### src/rtl/pipeline_hazard_controller.sv
// Decode-side hazard unit: per-register in-flight write scoreboard, RAW/saturation stalls, redirect flush.
// Optional perf counters enabled by defining HAZARD_STATS_EN; otherwise stall_cycles/flush_cycles read 0.
module pipeline_hazard_controller #(
  parameter int MAX_INFLIGHT = 3,
  parameter int FLUSH_CYCLES = 2
) (
  input  logic        clk,
  input  logic        rst,
  input  logic [3:0]  rs1_ID,
  input  logic [3:0]  rs2_ID,
  input  logic        rs1_used_ID,
  input  logic        rs2_used_ID,
  input  logic [3:0]  rd_ID,
  input  logic        regfile_we_ID,
  input  logic        invalid_ID,
  input  logic        redirect_EX,
  input  logic        stall_ext,
  input  logic        wb_valid,
  input  logic [3:0]  wb_rd,
  output logic        stall,
  output logic        stall_ID,
  output logic        bubble_EX,
  output logic        flush_ID,
  output logic [31:0] stall_cycles,
  output logic [31:0] flush_cycles
);

  localparam int CW = $clog2(MAX_INFLIGHT + 1);
  localparam int FW = (FLUSH_CYCLES > 1) ? $clog2(FLUSH_CYCLES) : 1;

  typedef enum logic {RUN, FLUSH} state_t;

  state_t         state, state_nxt;
  logic [FW-1:0]  fcnt, fcnt_nxt;
  logic [CW-1:0]  cnt [16];

  logic valid_ID, raw, sat, hazard, flushing, issue;

  always_comb begin
    valid_ID = !invalid_ID;
    raw = valid_ID &
          ((rs1_used_ID && rs1_ID != 4'd0 && cnt[rs1_ID] != '0) ||
           (rs2_used_ID && rs2_ID != 4'd0 && cnt[rs2_ID] != '0));
    sat = valid_ID & regfile_we_ID & (rd_ID != 4'd0) &
          (cnt[rd_ID] == CW'(MAX_INFLIGHT));
    hazard   = raw | sat;
    flushing = redirect_EX | (state == FLUSH);
    issue    = valid_ID & !stall_ext & !flushing & !hazard;
  end

  always_comb begin
    stall     = 1'b0;
    stall_ID  = 1'b0;
    bubble_EX = 1'b0;
    flush_ID  = 1'b0;
    if (rst) begin
      bubble_EX = 1'b1;
      flush_ID  = 1'b1;
    end else if (stall_ext) begin
      stall = 1'b1;
    end else begin
      flush_ID  = flushing;
      bubble_EX = flushing | hazard;
      stall_ID  = !flushing & hazard;
    end
  end

  // The redirect cycle itself is the first flush cycle, so FLUSH covers the remaining FLUSH_CYCLES-1.
  always_comb begin
    state_nxt = state;
    fcnt_nxt  = fcnt;
    if (!stall_ext) begin
      case (state)
        RUN: begin
          if (redirect_EX && FLUSH_CYCLES > 1) begin
            state_nxt = FLUSH;
            fcnt_nxt  = FW'(FLUSH_CYCLES - 1);
          end
        end
        FLUSH: begin
          if (fcnt <= FW'(1)) begin
            state_nxt = RUN;
            fcnt_nxt  = '0;
          end else begin
            fcnt_nxt = fcnt - FW'(1);
          end
        end
        default: begin
          state_nxt = RUN;
          fcnt_nxt  = '0;
        end
      endcase
    end
  end

  always_ff @(posedge clk) begin
    if (rst) begin
      state <= RUN;
      fcnt  <= '0;
    end else begin
      state <= state_nxt;
      fcnt  <= fcnt_nxt;
    end
  end

  // x0 is never tracked; a writeback to an idle register is dropped rather than underflowing.
  always_ff @(posedge clk) begin
    cnt[0] <= '0;
    for (int i = 1; i < 16; i++) begin
      if (rst) begin
        cnt[i] <= '0;
      end else begin
        if (issue && regfile_we_ID && rd_ID == 4'(i)) begin
          if (!(wb_valid && wb_rd == 4'(i)))
            cnt[i] <= cnt[i] + CW'(1);
        end else if (wb_valid && wb_rd == 4'(i) && cnt[i] != '0) begin
          cnt[i] <= cnt[i] - CW'(1);
        end
      end
    end
  end

`ifdef HAZARD_STATS_EN
  logic [31:0] stall_cnt, flush_cnt;

  always_ff @(posedge clk) begin
    if (rst) begin
      stall_cnt <= '0;
      flush_cnt <= '0;
    end else begin
      if (stall || stall_ID) stall_cnt <= stall_cnt + 32'd1;
      if (flush_ID)          flush_cnt <= flush_cnt + 32'd1;
    end
  end

  assign stall_cycles = stall_cnt;
  assign flush_cycles = flush_cnt;
`else
  assign stall_cycles = '0;
  assign flush_cycles = '0;
`endif

endmodule

### config.mk
export PLATFORM = sky130hd
export DESIGN_NAME = pipeline_hazard_controller
export DESIGN_NICKNAME = d
export VERILOG_FILES = /design/src/rtl/pipeline_hazard_controller.sv
export SDC_FILE = /design/constraint.sdc
export NUM_CORES = 1
export LEC_CHECK = 0
export BUFFER_PORTS_ARGS = -buffer_cell sky130_fd_sc_hd__buf_2
export CAP_MARGIN = 20
export CORE_ASPECT_RATIO = 1.25
export CORE_MARGIN = 2
export CORE_UTILIZATION = 45
export CTS_BUF_LIST = sky130_fd_sc_hd__clkbuf_4 sky130_fd_sc_hd__clkbuf_8
export DETAILED_ROUTE_END_ITERATION = 8
export GPL_TIMING_DRIVEN = 0
export PLACE_DENSITY_LB_ADDON = 0.05
export RECOVER_POWER = 50
export SYNTH_ARGS = -nofsm -noshare
export SYNTH_HDL_FRONTEND = slang
export SYNTH_SLANG_ARGS = --single-unit
### constraint.sdc
create_clock -name clk -period 4.5 [get_ports clk]
set_clock_uncertainty 0.2 [all_clocks]
set_input_delay 0.45 -clock clk [delete_from_list [all_inputs] [get_ports clk]]
set_output_delay 0.45 -clock clk [all_outputs]
set_load 0.005 [all_outputs]
==> impl_metrics.json, run 1 <==
{
  "slowest_stage": "o311ai_0",
  "post-route-period-util_pct": 82.8,
  "viasPerCell": 5.39,
  "design.die.area_sq_um": 8530,
  "drive_gt1_share_pct": 20.2,
  "crit_fanout": 10,
  "wl_per_cell_microns": 15.6,
  "critPathMaxStageDelay_ns": 0.61,
  "cap_violations": 0,
  "critPathBufInv": 1,
  "die_y_microns": 103,
  "async_flop_share_pct": 0,
  "synth-edff-count": 30,
  "grt-ovfl-total": 0,
  "cts-hold-fix-buffers": 0,
  "ctsLongestPathBuffers": 2,
  "yosysTopAreaCellShare_pct": 25.7,
  "antenna_found_initial": 0,
  "antenna_cells": 0,
  "ant_nets": 0,
  "synth_area_per_cell_sq_um": 8.03,
  "worst_slew_pin_slew_ns": 0.897,
  "grt_pass1_wl_mm": 15.4,
  "rows": 36,
  "regArea_sq_um": 921,
  "grt_max_degree": 11,
  "cts_setup_buffers": 0,
  "cp-end-kind": "register",
  "grt_pass1_vias": 3081,
  "final_nets": 568,
  "ir_worst_vdd_uv": 132,
  "synth.yosys.seq_area_share_pct": 26.2,
  "path_class": "register to register",
  "setup_violations": 0,
  "syn-cell-area_sq_um": 3510,
  "root_buffer": "clkbuf_8",
  "synth_commonest_cells": "buf_4, nor2_1, inv_1",
  "rsz0062_at_grt": "no",
  "cellPowerDensity_nw_per_um2": 211,
  "cpLargestDelayFamily": "compound AO/OA/AOI/OAI gates",
  "slew_violations": 0,
  "ys_warn_count": 0,
  "yosysMostFrequentCell": "buf_4",
  "drt_iter0_drc": 278,
  "syn2layout_area_growth_pct": 16.1,
  "drc": 0,
  "holdCritPathClass": "input pin to register",
  "cts.repair.resized": 0,
  "finalSetupTns_ns": 0,
  "drt_first_pass_iters": 5,
  "n_fill_cell": 784,
  "htree_levels": 2,
  "outcome": "finished, final reports clean",
  "start_util_pct": 45.6,
  "syn_inst": 437,
  "relSlewSlack_pct": 39.6,
  "synth_area_leaders": "edfxtp_1, buf_4, mux2i_1, ha_1, mux4_2",
  "grtUsageTotal_pct": 22.8,
  "required_ns": 4.24,
  "startpoint_type": "register",
  "path_cells": "nor2_1 > mux4_2 > o21ai_0 > o211ai_1 > a21boi_0 > and2_0 > clkbuf_1 > nand2_1 > o311ai_0",
  "multi_input_comb_area_sq_um": 2100,
  "cts_tree": "yes",
  "hold_viol": 0,
  "core_sq_um": 7700,
  "clk-insertion-delay-late_ns": 0.29,
  "port_buffers": 22,
  "p_total_uw": 859,
  "cts.sinks": 31,
  "ys_ff_latch": 31,
  "routed_wl_mm": 9.77,
  "dp_hpwl_mm": 7.63,
  "leakagePower_nw": 1.83,
  "path_clk_slew_ns": 0.07,
  "numCtsBuffers": 5,
  "worst_ep_arrival_time_ns": 3.46,
  "via_count": 3369,
  "yosysTopAreaCell": "edfxtp_1",
  "period_minus_slack_ns": 3.73,
  "synth_cell_types": 51,
  "io_pins": 93,
  "fmax_mhz": 268,
  "routabilityCongestion": 0.987,
  "dieWidth_microns": 83.0,
  "synth_ff_type": "edfxtp_1"
}
[worst min-delay path, delay by kind of cell]
family,cells,cell delay [ns]
AO/OA/AOI/OAI,1,0.05
buffers and inverters,1,0.13
AND/OR/NAND/NOR,1,0.06
[cell type report]
type	count	share of cell area (%)
plain buffers	86	14.2
clock buffers	6	2.03
clock inverters	2	0.860
inverters	35	3.22
multi-input cells	348	51.6
flip-flops and latches	31	22.6
well taps	95	2.92
repair buffers	22	2.61
[state kept, by name (all words and copies together), names as in the netlist]
| register | count |
|---|---|
| cnt | 30 |
| state | 1 |
[power by group]
part,switching [mW],internal [mW],total [mW],leakage (nW)
registers,0.0146,0.328,0.343,0.319
clock network,0.116,0.179,0.295,0.0612
logic,0.128,0.0936,0.221,1.45
[path summary, 6_finish.rpt]
| kind | start | end | slack [ns] | cells after the start |
|---|---|---|---|---|
| worst max register to register | cnt[14][0]$_DFFE_PP_ | cnt[11][1]$_DFFE_PP_ | 0.77 | 9 |
| worst max-delay path | cnt[14][0]$_DFFE_PP_ | cnt[11][1]$_DFFE_PP_ | 0.77 | 9 |
| worst min register to register | state$_SDFFE_PP0N_ | state$_SDFFE_PP0N_ | 0.32 | 2 |
| worst min-delay path | redirect_EX | state$_SDFFE_PP0N_ | 0.24 | 3 |
[layer usage]
layer | up-vias | track usage (%) | wire (microns) | share of wire (%)
met4 | 0 | 11.2 | 406 | 4.2
li1 | 1622 | - | - | -
met1 | 1545 | 27.9 | 4040 | 41
met3 | 34 | 2.56 | 636 | 6.5
met5 | - | 0 | 0 | 0
met2 | 168 | 40.4 | 4690 | 48
[per-stage QoR]
step | instances | setup WS [ns] | hold WS [ns] | instance area [sq um] | util [%]
floorplan | 500 | 1.59 | 0.283 | 3750 | -
global placement | 617 | 1.01 | 0.311 | 3980 | 51.6
detailed placement | 617 | 0.981 | 0.316 | 3980 | 51.6
CTS | 625 | 1.20 | 0.225 | 4090 | 53.1
global route | 625 | 0.637 | 0.252 | 4070 | 52.9
finish | 625 | 0.773 | 0.239 | 4070 | 52.9
[placed cells by master, fill, tap and decap left out, types with 14 or more instances in the layout]
cell | netlist | final
conb_1 | 1 | 64
nand3_1 | 22 | 22
o21ai_0 | 15 | 15
edfxtp_1 | 30 | 30
ha_1 | 14 | 14
nor2_1 | 38 | 38
nand2_1 | 31 | 31
nor3_1 | 28 | 28
buf_2 | 7 | 24
inv_1 | 35 | 35
clkbuf_1 | 13 | 19
mux2i_1 | 19 | 19
buf_4 | 64 | 64
a21oi_1 | 23 | 23
[cell families (layout without fill, tap and decap cells)]
| logic type | count (synthesis) | after routing | share of synthesized area, % |
|---|---|---|---|
| flip-flops | 31 | 31 | 26.2 |
| AND/OR/NAND/NOR | 178 | 178 | 26.1 |
| other | 1 | 64 | 0.107 |
| AO/OA/AOI/OAI | 66 | 66 | 12.2 |
| multiplexers | 26 | 26 | 9.91 |
| buffers and inverters | 121 | 151 | 20.5 |
| adder cells (fa/ha/maj) | 14 | 14 | 4.99 |
Note: power is estimated with default switching activity, not from simulation.
==> run 2: changes to the inputs <==
- clock period: 4.5 -> 3.7 ns (I/O delays scaled with it)
==> run 2 against run 1 <==
- count of clock-buffer cells in the layout is the same
- via count shrank 0.77%
- final cell count is the same
- global-route usage is the same
- power grew 22%
- sequential share of layout area shrank 0.055 points
- fmax grew 7.9%
- die area is the same
- flip-flop and latch count is the same
- final area grew 0.25%
- combinational power grew 23%
- non-clock buffer count is the same
==> impl_metrics.json, run 2 (synthesis results as in run 1) <==
{
  "routabilityCongestion": 0.987,
  "min_path_cells": 3,
  "drt_first_pass_iters": 6,
  "holdCritPathClass": "input pin to register",
  "ant_nets": 0,
  "clk-insertion-delay-late_ns": 0.29,
  "drc": 0,
  "numCtsBuffers": 5,
  "slowest_stage": "o311ai_0",
  "cellPowerDensity_nw_per_um2": 256,
  "sw_frac_of_total_pct": 29.9,
  "worst_slew_pin_slew_ns": 0.942,
  "antenna_found_initial": 0,
  "slew_violations": 0,
  "cts_setup_buffers": 0,
  "final_cell_area_sq_um": 4080,
  "critPathBufInv": 1,
  "io_pins": 93,
  "dieWidth_microns": 83.0,
  "critPathMaxStageDelay_ns": 0.61,
  "final_cell_mix": "buf_4, conb_1, nor2_1",
  "crit_fanout": 10,
  "drt_iter0_drc": 249,
  "top_regs": "cnt (30), state (1)",
  "largest-register": "cnt",
  "hold_viol": 0,
  "leakagePower_nw": 1.84,
  "final_nets": 568,
  "routed_wl_mm": 9.75,
  "cap_violations": 0,
  "regArea_sq_um": 921,
  "setup_violations": 0,
  "start_util_pct": 45.6,
  "required_ns": 3.44,
  "wl_per_cell_microns": 15.6,
  "period_minus_slack_ns": 3.46,
  "outcome": "finished, final reports clean",
  "ctsLongestPathBuffers": 2,
  "worst_ep_arrival_time_ns": 3.19,
  "r2r_setup_slack_ns": 0.24,
  "port_buffers": 22,
  "grtUsageTotal_pct": 22.8,
  "relSlewSlack_pct": 36.6,
  "grt_pass1_vias": 3081,
  "path_cells": "nor2_1 > mux4_2 > o21ai_0 > o211ai_1 > a21boi_0 > and2_1 > buf_2 > nand2_1 > o311ai_0",
  "finalSetupTns_ns": 0,
  "htree_levels": 2,
  "clkPwrFrac_pct": 34.2,
  "p_comb_share_pct": 26.0,
  "cts.repair.resized": 0,
  "rsz0062_at_grt": "no",
  "path_class": "register to register",
  "rows": 36,
  "p_total_mw": 1.05,
  "dp_hpwl_mm": 7.63,
  "multi_input_comb_area_sq_um": 2100,
  "placed_cell_area_sq_um": 3980,
  "path_clk_slew_ns": 0.07,
  "cts.sinks": 31,
  "largest_reg_flops": 30,
  "die_y_microns": 103,
  "setup_slack_ns": 0.244,
  "post-route-period-util_pct": 93.4,
  "cpLargestDelayFamily": "compound AO/OA/AOI/OAI gates",
  "cp-end-kind": "register",
  "viasPerCell": 5.35,
  "core_sq_um": 7700,
  "via_count": 3343,
  "grt_max_degree": 11,
  "cts_tree": "yes",
  "switching_power_uw": 313,
  "startpoint_type": "register",
  "cts-hold-fix-buffers": 0,
  "p_seq_share_pct": 39.8,
  "path_depth": 9,
  "fmax_mhz": 289,
  "drive_gt1_share_pct": 20.8,
  "ir_worst_vdd_uv": 160,
  "syn2layout_area_growth_pct": 16.4,
  "reg2reg_depth": 9,
  "grt_pass1_wl_mm": 15.4,
  "place_ws_ns": 0.261,
  "grt-ovfl-total": 0,
  "root_buffer": "clkbuf_8",
  "n_fill_cell": 782,
  "design.die.area_sq_um": 8530,
  "antenna_cells": 0,
  "internal_power_uw": 734
}
## run 2: cell count changes in the layout (fill, tap and decap cells not counted), sizes merged
cell	delta
buf	+3
clkbuf	-3
## run 2: layer usage
layer  track usage [%]  vias to the layer above  routed length (microns)
li1                  -                     1626                        -
met1              27.9                     1515                     4000
met2              40.4                      176                     4760
met3              2.56                       26                      668
met4              11.2                        0                      322
met5                 0                        -                        0
## run 2: worst paths after layout
| check | startpoint | to |
|---|---|---|
| setup / recovery | cnt[14][0]$_DFFE_PP_ | cnt[11][1]$_DFFE_PP_ |
| setup reg to reg | cnt[14][0]$_DFFE_PP_ | cnt[11][1]$_DFFE_PP_ |
| hold reg to reg | state$_SDFFE_PP0N_ | state$_SDFFE_PP0N_ |
| hold / removal | redirect_EX | state$_SDFFE_PP0N_ |
## run 2: worst reg2reg max path, stage by stage, from the launching register on
cell,delay (ns)
edfxtp_1,0.49
nor2_1,0.29
mux4_2,0.28
o21ai_0,0.07
o211ai_1,0.16
a21boi_0,0.35
and2_1,0.22
buf_2,0.26
nand2_1,0.16
o311ai_0,0.62
## run 2: cell type report
type                       instances  area share (%)
multi-input combinational        348            51.5
inverter                          35            3.22
timing repair buffer              22            2.60
clock buffer                       6            2.02
clock inverter                     2           0.858
tap                               95            2.91
buffer                            86            14.4
sequential                        31            22.5
## run 2: power by group through the flow
stage,sequential [mW],combinational (mW),clock (mW)
6_report,0.416,0.272,0.358
5_1_grt,0.418,0.299,0.377
4_1_cts,0.416,0.266,0.365
3_5_place_dp,0.424,0.265,0
3_3_place_gp,0.424,0.263,0
2_1_floorplan,0.416,0.201,0
## run 2: through the flow
step / cells / utilization, % / hold slack [ns]
5_1_grt: 625 / 53.0 / 0.172
4_1_cts: 625 / 53.1 / 0.145
3_5_place_dp: 617 / 51.6 / 0.316
6_report: 625 / 53.0 / 0.161
2_1_floorplan: 500 / - / 0.283
3_3_place_gp: 617 / 51.6 / 0.311
==> run 3: changes to the inputs <==
- GPL_TIMING_DRIVEN: 0 -> unset
==> run 3 against run 2 <==
- hold slack got worse by 0.0078 ns
- global-route usage grew 0.052 points
- largest cell class unchanged
- critical path depth unchanged
==> impl_metrics.json, run 3 (synthesis results as in run 1) <==
{
  "n_fill_cell": 812,
  "largest_reg_flops": 30,
  "drc": 0,
  "rows": 36,
  "finalSetupTns_ns": 0,
  "placed_cell_area_sq_um": 3490,
  "leakagePower_nw": 1.50,
  "critPathBufInv": 1,
  "die_y_microns": 103,
  "worst_ep_arrival_time_ns": 3.19,
  "instances_no_fill": 555,
  "start_util_pct": 45.6,
  "setup_violations": 0,
  "fmax_mhz": 300,
  "design.die.area_sq_um": 8530,
  "drt_iter0_drc": 224,
  "core_sq_um": 7700,
  "cts_tree": "yes",
  "clk-insertion-delay-late_ns": 0.30,
  "cellPowerDensity_nw_per_um2": 257,
  "grt-ovfl-total": 0,
  "outcome": "finished, final reports clean",
  "largest-register": "cnt",
  "critPathMaxStageDelay_ns": 0.53,
  "cts_setup_buffers": 0,
  "routed_wl_mm": 9.61,
  "grt_pass1_wl_mm": 15.2,
  "worst_slew_pin_slew_ns": 1.49,
  "utilization_pct": 46.3,
  "root_buffer": "clkbuf_8",
  "antenna_cells": 0,
  "grt_pass1_vias": 2847,
  "top_regs": "cnt (30), state (1)",
  "grtUsageTotal_pct": 22.9,
  "routabilityCongestion": 0.946,
  "relSlewSlack_pct": 0.737,
  "ctsLongestPathBuffers": 2,
  "cpLargestDelayFamily": "compound AO/OA/AOI/OAI gates",
  "cap_violations": 0,
  "drt_first_pass_iters": 5,
  "rsz0062_at_grt": "no",
  "path_class": "register to register",
  "viasPerCell": 5.68,
  "slowest_stage": "a21boi_1",
  "drive_gt1_share_pct": 11.5,
  "grt_max_degree": 31,
  "final_cell_area_sq_um": 3560,
  "slew_violations": 0,
  "crit_fanout": 20,
  "ir_worst_vdd_uv": 125,
  "wl_per_cell_microns": 17.3,
  "cts.repair.resized": 0,
  "place_ws_ns": 0.425,
  "via_count": 3150,
  "dp_hpwl_mm": 7.59,
  "final_cell_mix": "conb_1, nor2_1, inv_1",
  "required_ns": 3.55,
  "port_buffers": 28,
  "ant_nets": 0,
  "setup_slack_ns": 0.363,
  "final_common_cell": "conb_1",
  "htree_levels": 2,
  "period_minus_slack_ns": 3.34,
  "numCtsBuffers": 5,
  "final_nets": 498,
  "io_pins": 93,
  "hold_viol": 0,
  "startpoint_type": "register",
  "antenna_found_initial": 0,
  "holdCritPathClass": "input pin to register",
  "dieWidth_microns": 83.0,
  "cts-hold-fix-buffers": 0,
  "dp.cells": 547,
  "cts.sinks": 31,
  "path_clk_slew_ns": 0.07,
  "cp-end-kind": "register",
  "post-route-period-util_pct": 90.2,
  "path_cells": "nor2_1 > mux4_2 > o21ai_0 > o211ai_1 > a21boi_1 > and2_0 > clkbuf_2 > a211oi_1 > a311o_1",
  "syn2layout_area_growth_pct": 1.53
}
==> run 3: per-layer routing <==
layer  routed length, microns  part of all wire, %  global-route usage, %  up-vias
li1                         -                    -                      -     1482
met1                     4000                   42                   28.3     1479
met2                     4720                   49                   40.6      167
met3                      595                  6.2                   2.72       22
met4                      293                  3.0                   9.71        0
met5                        0                    0                      0        -
==> run 3: layout make-up <==
class,count,area [sq um],share of cell area (%)
inverter,35,131,3.69
clock inverter,1,5.00,0.140
clock buffer,7,83.8,2.35
sequential,31,921,25.8
timing repair buffer,38,201,5.65
multi-input combinational,348,2100,59.0
tap,95,119,3.34
==> run 3: worst register-to-register path, delay by kind of cell (launching register included) <==
| kind | cells | cell delay [ns] |
|---|---|---|
| AO/OA/AOI/OAI | 5 | 1.30 |
| AND/OR/NAND/NOR | 2 | 0.47 |
| flip-flops | 1 | 0.46 |
| buffers and inverters | 1 | 0.41 |
| multiplexers | 1 | 0.27 |
==> run 3: per-stage QoR <==
step	power (mW)	hold WS, ns
3_5_place_dp	0.638	0.311
2_1_floorplan	0.617	0.283
5_1_grt	0.967	0.165
6_report	0.915	0.153
3_3_place_gp	0.637	0.313
4_1_cts	0.924	0.150
==> run 3: final timing paths <==
check / cells after the start / slack [ns] / start / to
worst min register to register: 2 / 0.32 / state$_SDFFE_PP0N_ / state$_SDFFE_PP0N_
worst min-delay path: 3 / 0.15 / redirect_EX / state$_SDFFE_PP0N_
worst max-delay path: 9 / 0.36 / cnt[11][0]$_DFFE_PP_ / cnt[9][0]$_DFFE_PP_
worst max register to register: 9 / 0.36 / cnt[11][0]$_DFFE_PP_ / cnt[9][0]$_DFFE_PP_
==> run 3: power by group <==
part,leakage (nW),internal [mW],switching [mW]
registers,0.319,0.399,0.0184
logic,1.13,0.0717,0.141
clock network,0.0491,0.147,0.139
total,1.50,0.617,0.298
